[src/rtl/hazard_ctrl.sv]
// hazard_ctrl: pipeline sequencer for the 5-stage MIPS core.
// Resolves load-use, taken-branch, imem-miss and dmem-wait events into
// PC/IF-ID/ID-EX/EX-MEM control. A small FSM tracks how long a data-memory
// access has been outstanding and latches a sticky timeout. Two saturating
// counters report stall and flush cycles.
module hazard_ctrl #(
  parameter int REG_W    = 5,
  parameter int MAX_WAIT = 15,
  parameter int WAIT_W   = 4,
  parameter int CNT_W    = 16
) (
  input  logic             clk,
  input  logic             rst,
  input  logic [REG_W-1:0] id_rs,
  input  logic [REG_W-1:0] id_rt,
  input  logic             id_uses_rs,
  input  logic             id_uses_rt,
  input  logic [REG_W-1:0] ex_rt,
  input  logic             ex_mem_read,
  input  logic             br_taken,
  input  logic             imem_ready,
  input  logic             dmem_req,
  input  logic             dmem_ready,
  output logic             wpc,
  output logic             wir,
  output logic             ir_flush,
  output logic             idex_bubble,
  output logic             pipe_freeze,
  output logic             mem_timeout,
  output logic [CNT_W-1:0] stall_cnt,
  output logic [CNT_W-1:0] flush_cnt
);

  typedef enum logic [1:0] {
    RUN      = 2'd0,
    MEM_WAIT = 2'd1,
    TIMEOUT  = 2'd2
  } state_t;

  localparam logic [CNT_W-1:0]  CNT_MAX  = {CNT_W{1'b1}};
  localparam logic [WAIT_W-1:0] WAIT_LIM = WAIT_W'(MAX_WAIT);

  state_t              state_r;
  state_t              state_nxt_s;
  logic [WAIT_W-1:0]   wait_cnt_r;
  logic [WAIT_W-1:0]   wait_cnt_nxt_s;
  logic                timeout_set_s;
  logic                mem_timeout_r;
  logic [CNT_W-1:0]    stall_cnt_r;
  logic [CNT_W-1:0]    flush_cnt_r;

  logic                mem_busy_s;
  logic                lu_haz_s;
  logic                wpc_s;
  logic                wir_s;
  logic                ir_flush_s;
  logic                idex_bubble_s;
  logic                pipe_freeze_s;

  // An access that completes in the same cycle it is requested costs nothing.
  assign mem_busy_s = dmem_req & ~dmem_ready;

  // A load writing $zero can never feed a real dependency, so it is excluded.
  assign lu_haz_s = ex_mem_read & (ex_rt != {REG_W{1'b0}}) &
                    ((id_uses_rs & (id_rs == ex_rt)) |
                     (id_uses_rt & (id_rt == ex_rt)));

  // Prioritised pipeline control; memory stall dominates, branch beats load-use.
  always_comb begin
    wpc_s         = 1'b1;
    wir_s         = 1'b1;
    ir_flush_s    = 1'b0;
    idex_bubble_s = 1'b0;
    pipe_freeze_s = 1'b0;
    if (rst) begin
      wpc_s         = 1'b0;
      wir_s         = 1'b1;
      ir_flush_s    = 1'b1;
      idex_bubble_s = 1'b1;
      pipe_freeze_s = 1'b0;
    end else if (mem_busy_s || (state_r == TIMEOUT)) begin
      wpc_s         = 1'b0;
      wir_s         = 1'b0;
      ir_flush_s    = 1'b0;
      idex_bubble_s = 1'b0;
      pipe_freeze_s = 1'b1;
    end else if (br_taken) begin
      wpc_s         = 1'b1;
      wir_s         = 1'b1;
      ir_flush_s    = 1'b1;
      idex_bubble_s = 1'b1;
    end else if (lu_haz_s) begin
      wpc_s         = 1'b0;
      wir_s         = 1'b0;
      ir_flush_s    = 1'b0;
      idex_bubble_s = 1'b1;
    end else if (!imem_ready) begin
      wpc_s         = 1'b0;
      wir_s         = 1'b1;
      ir_flush_s    = 1'b1;
      idex_bubble_s = 1'b0;
    end else begin
      wpc_s         = 1'b1;
      wir_s         = 1'b1;
      ir_flush_s    = 1'b0;
      idex_bubble_s = 1'b0;
    end
  end

  // Dmem-wait FSM next state: count outstanding cycles, give up after MAX_WAIT.
  always_comb begin
    state_nxt_s    = state_r;
    wait_cnt_nxt_s = wait_cnt_r;
    timeout_set_s  = 1'b0;
    case (state_r)
      RUN: begin
        if (mem_busy_s) begin
          state_nxt_s    = MEM_WAIT;
          wait_cnt_nxt_s = {{(WAIT_W-1){1'b0}}, 1'b1};
        end else begin
          state_nxt_s    = RUN;
          wait_cnt_nxt_s = {WAIT_W{1'b0}};
        end
      end
      MEM_WAIT: begin
        if (!mem_busy_s) begin
          state_nxt_s    = RUN;
          wait_cnt_nxt_s = {WAIT_W{1'b0}};
        end else if (wait_cnt_r == WAIT_LIM) begin
          state_nxt_s    = TIMEOUT;
          timeout_set_s  = 1'b1;
        end else begin
          wait_cnt_nxt_s = wait_cnt_r + {{(WAIT_W-1){1'b0}}, 1'b1};
        end
      end
      TIMEOUT: begin
        state_nxt_s = TIMEOUT;
      end
      default: begin
        state_nxt_s    = RUN;
        wait_cnt_nxt_s = {WAIT_W{1'b0}};
      end
    endcase
  end

  // FSM state, wait counter and sticky timeout flag.
  always_ff @(posedge clk) begin
    if (rst) begin
      state_r       <= RUN;
      wait_cnt_r    <= {WAIT_W{1'b0}};
      mem_timeout_r <= 1'b0;
    end else begin
      state_r       <= state_nxt_s;
      wait_cnt_r    <= wait_cnt_nxt_s;
      mem_timeout_r <= mem_timeout_r | timeout_set_s;
    end
  end

  // Saturating perf counters for PC-stall and IF/ID-flush cycles.
  always_ff @(posedge clk) begin
    if (rst) begin
      stall_cnt_r <= {CNT_W{1'b0}};
      flush_cnt_r <= {CNT_W{1'b0}};
    end else begin
      if (!wpc_s && (stall_cnt_r != CNT_MAX)) begin
        stall_cnt_r <= stall_cnt_r + {{(CNT_W-1){1'b0}}, 1'b1};
      end else begin
        stall_cnt_r <= stall_cnt_r;
      end
      if (ir_flush_s && (flush_cnt_r != CNT_MAX)) begin
        flush_cnt_r <= flush_cnt_r + {{(CNT_W-1){1'b0}}, 1'b1};
      end else begin
        flush_cnt_r <= flush_cnt_r;
      end
    end
  end

  assign wpc         = wpc_s;
  assign wir         = wir_s;
  assign ir_flush    = ir_flush_s;
  assign idex_bubble = idex_bubble_s;
  assign pipe_freeze = pipe_freeze_s;
  assign mem_timeout = mem_timeout_r;
  assign stall_cnt   = stall_cnt_r;
  assign flush_cnt   = flush_cnt_r;

endmodule
[config.mk]
export PLATFORM = sky130hd
export DESIGN_NAME = hazard_ctrl
export DESIGN_NICKNAME = d
export VERILOG_FILES = /design/src/rtl/hazard_ctrl.sv
export SDC_FILE = /design/constraint.sdc
export NUM_CORES = 1
export LEC_CHECK = 0
export ABC_CLOCK_PERIOD_IN_PS = 3400
export CORE_ASPECT_RATIO = 0.6
export CORE_MARGIN = 4
export CORE_UTILIZATION = 51
export DETAILED_ROUTE_END_ITERATION = 7
export GPL_TIMING_DRIVEN = 0
export PLACE_DENSITY = 0.85
export SLEW_MARGIN = 20
export SYNTH_ARGS = -nofsm -noshare
export SYNTH_HDL_FRONTEND = slang
export SYNTH_SLANG_ARGS = --single-unit
[constraint.sdc]
create_clock -name clk -period 3.4 [get_ports clk]
set_input_delay 0.68 -clock clk [delete_from_list [all_inputs] [get_ports clk]]
set_output_delay 0.68 -clock clk [all_outputs]
set_load 0.01 [all_outputs]
==> flow_summary.yaml <==
status:
  outcome: "completed"
grt:
  grt_pass1_vias: 1981
  grt_max_degree: 13
  track_usage_pct: 21.75
  gr-total-overflow: 0
  grt_pass1_wl_um: 9335
  antenna_found_initial: 0
timing:
  finalMaxSlewViolations: 0
  fmax_ghz: 0.3043
  rsz0062_at_grt: "false"
  tightest_slew_ns: 0.5352
  max-slew-margin-rel_pct: 64.32
  fin_crit_ns: 3.286
  finalSetupViolCount: 0
  hold_viol: 0
  period_share_pct: 96.66
  fin_skew_ns: 0.008644
  setup_slack_ns: 0.1135
pwr:
  combPwrFrac_pct: 14.5
  p_switching_w: 0.0002426
  power_per_cell_area_nw_per_um2: 308.2
  switching_share_pct: 26.32
  internal_power_w: 0.0006793
  vdd_drop_max_v: 0.0002150
  clkPwrFrac_pct: 33.6
  p_leak_nw: 1.073
  seqPwrFrac_pct: 51.9
logic_synthesis:
  synthDominantAreaCellType: "dfxtp_1"
  syn-num-nets: 276
  yosysTopAreaCellShare_pct: 35.49
  ys_top_cells_by_area: "dfxtp_1 35%, xnor2_1 9.2%, nor2_1 7.8%"
  synth_cells: 249
  yosysUniqueCellTypes: 42
  synth_area_um2: 2200
  ys_ff_latch: 39
  synth_warnings: 0
  postSynthAreaPerCell_um2: 8.834
  ys_seq_area_share_pct: 35.49
worst_setup_path:
  worstPathRequired_ns: 2.72
  startpoint_type: "input port"
  worstSetupPathType: "input port to output pin"
  critPathArrivalTime_ns: 2.61
  r2r_slack_ns: 1.26
  path_max_fanout: 10
  end_kind: "output pin"
floorplan:
  ios: 62
  die_w_um: 92.79
  core-area_um2: 4144
  start_util_pct: 53.08
  num_rows: 18
  die_area_um2: 5462
  die_h_um: 58.87
place:
  globalplace.congestion: 0.8456
  post_dp_cell_area_um2: 2875
  pre_cts_slack_ns: -0.3176
  hpwl_um: 4236
  port_buffers: 60
drt:
  dr_wl_met3_um: 424
  ant_nets: 0
  drt-vias-per-instance: 5.441
  drt_iter0_drc: 103
  met1Wirelength_um: 2703
  highest_layer: "met4"
  drt-total-wl_um: 5699
  dr.pass1.iters: 4
  vias: 2073
  met2_length_um: 2520
  drc: 0
  routedWlPerCell_um: 14.96
cts:
  cts_tree: "yes"
  cts_root_buffer: "clkbuf_8"
  clkTransAtPathRegs_ns: 0.08
  clk_latency_ns: 0.29
  cts_buffers: 5
  cts_sinks: 39
  cts_buffer_depth: 2
  cts_max_level: 2
  cts-hold-fix-buffers: 0
cells_and_area:
  final_area_um2: 2992
  final_nets: 347
  n_antenna_cell: 0
  drive_above_1_share_pct: 10.90
  area_growth_pct: 36.01
min_path:
  hold_path_class: "flip-flop to flip-flop"
job:
  cap_violations: 0
## metal layers
metal,up-vias,GRT usage (%)
li1,1026,-
met1,964,30.80
met2,77,33.06
met3,6,5.492
met4,0,6.054
met5,-,0
## cell type report
cell class,count,area [um2]
Multi-Input combinational cell,195,1354
Fill cell,325,1152
Sequential cell,39,780.7
Timing Repair Buffer,65,633.1
Tap cell,60,75.07
Clock buffer,5,68.82
Buffer,9,46.29
Inverter,5,18.77
Clock inverter,3,15.01
## critical path, stage by stage
cell and delay (ns):
clkdlybuf4s50_1 0.46, or4_1 0.55, o21a_1 0.22, nand3_2 0.13, buf_6 0.16, and2_1 0.14, dlygate4sd2_1 0.26
## synth_stat cells
cell type / count
xor2_1: 15
and2_1: 2
a21o_1: 1
nand3b_4: 1
nor3_1: 2
o21ai_0: 4
nor2b_1: 2
buf_4: 2
xnor2_1: 23
buf_6: 1
mux2_1: 1
o21a_1: 1
o22ai_2: 1
a21oi_4: 1
nor2_1: 46
nand3_2: 1
nand3_1: 9
and4_1: 1
mux2i_1: 3
and3_1: 8
o31ai_1: 1
nand4_1: 23
a21oi_1: 5
inv_1: 5
a2111oi_4: 2
ha_1: 3
a2111oi_0: 1
a211oi_1: 3
dfxtp_1: 39
nor4b_4: 1
buf_2: 1
nand4_2: 1
or4_1: 1
nor3b_1: 1
nand2b_1: 4
clkbuf_1: 6
and3b_1: 1
a31o_2: 3
nor3_4: 1
nand2_1: 15
a211oi_2: 6
a22oi_1: 1
## flip-flops by register name (all words and copies together) (netlist names)
register / count
stall_cnt: 16
mem_timeout: 1
state_r: 2
flush_cnt: 16
wait_cnt_r: 4
## stage by stage
| stage | util (%) | hold WS, ns | power [W] | cells | setup TNS [ns] |
|---|---|---|---|---|---|
| 2_1_floorplan | - | 0.4563 | 0.0005525 | 249 | 0 |
| 5_1_grt | 72.19 | 0.5206 | 0.0009643 | 381 | 0 |
| 3_3_place_gp | 69.38 | 0.4595 | 0.0006171 | 369 | -0.7399 |
| 6_report | 72.19 | 0.4969 | 0.0009219 | 381 | 0 |
| 4_1_cts | 72.04 | 0.4969 | 0.0009219 | 381 | 0 |
| 3_5_place_dp | 69.38 | 0.4842 | 0.0006194 | 369 | -0.8160 |
## cell families after synthesis
family	Yosys count	share of synthesized area (%)
adder cells (fa/ha/maj)	3	1.707
AO/OA/AOI/OAI	30	13.25
buffers and inverters	15	3.299
multiplexers	4	1.877
flip-flops	39	35.49
AND/OR/NAND/NOR	120	29.24
XOR/XNOR	38	15.13
## placed cells by master, fill, tap and decap left out, types with 6 or more instances in the layout
master           count
xnor2_1             23
nand4_1             23
nor2_1              46
clkbuf_1             6
xor2_1              15
dfxtp_1             39
buf_4                6
a211oi_2             6
nand3_1              9
clkdlybuf4s50_1     56
nand2_1             15
and3_1               8
## power by group through the flow
stage | Sequential (W) | Combinational (W) | Clock [W]
2_1_floorplan | 0.000490 | 0.0000622 | 0
3_3_place_gp | 0.000488 | 0.000129 | 0
3_5_place_dp | 0.000488 | 0.000131 | 0
4_1_cts | 0.000478 | 0.000133 | 0.000311
5_1_grt | 0.000480 | 0.000146 | 0.000338
6_report | 0.000478 | 0.000134 | 0.000310
## final timing paths
path | startpoint | to | cells after the start
worst max register to register | flush_cnt[3]$_SDFFE_PP0P_ | flush_cnt[1]$_SDFFE_PP0P_ | 7
worst min register to register | state_r[1]$_SDFFE_PP0P_ | state_r[0]$_SDFFE_PP0P_ | 1
worst min-delay path | state_r[1]$_SDFFE_PP0P_ | state_r[0]$_SDFFE_PP0P_ | 1
worst max-delay path | ex_rt[1] | ir_flush | 7
## timing repair
item | CTS | global route
buffers inserted | 5 | 0
resized for setup | 4 | 4
endpoints found under the setup margin | 3 | 3
pin swaps | 2 | 1
Note: power is estimated with default switching activity, not from simulation.
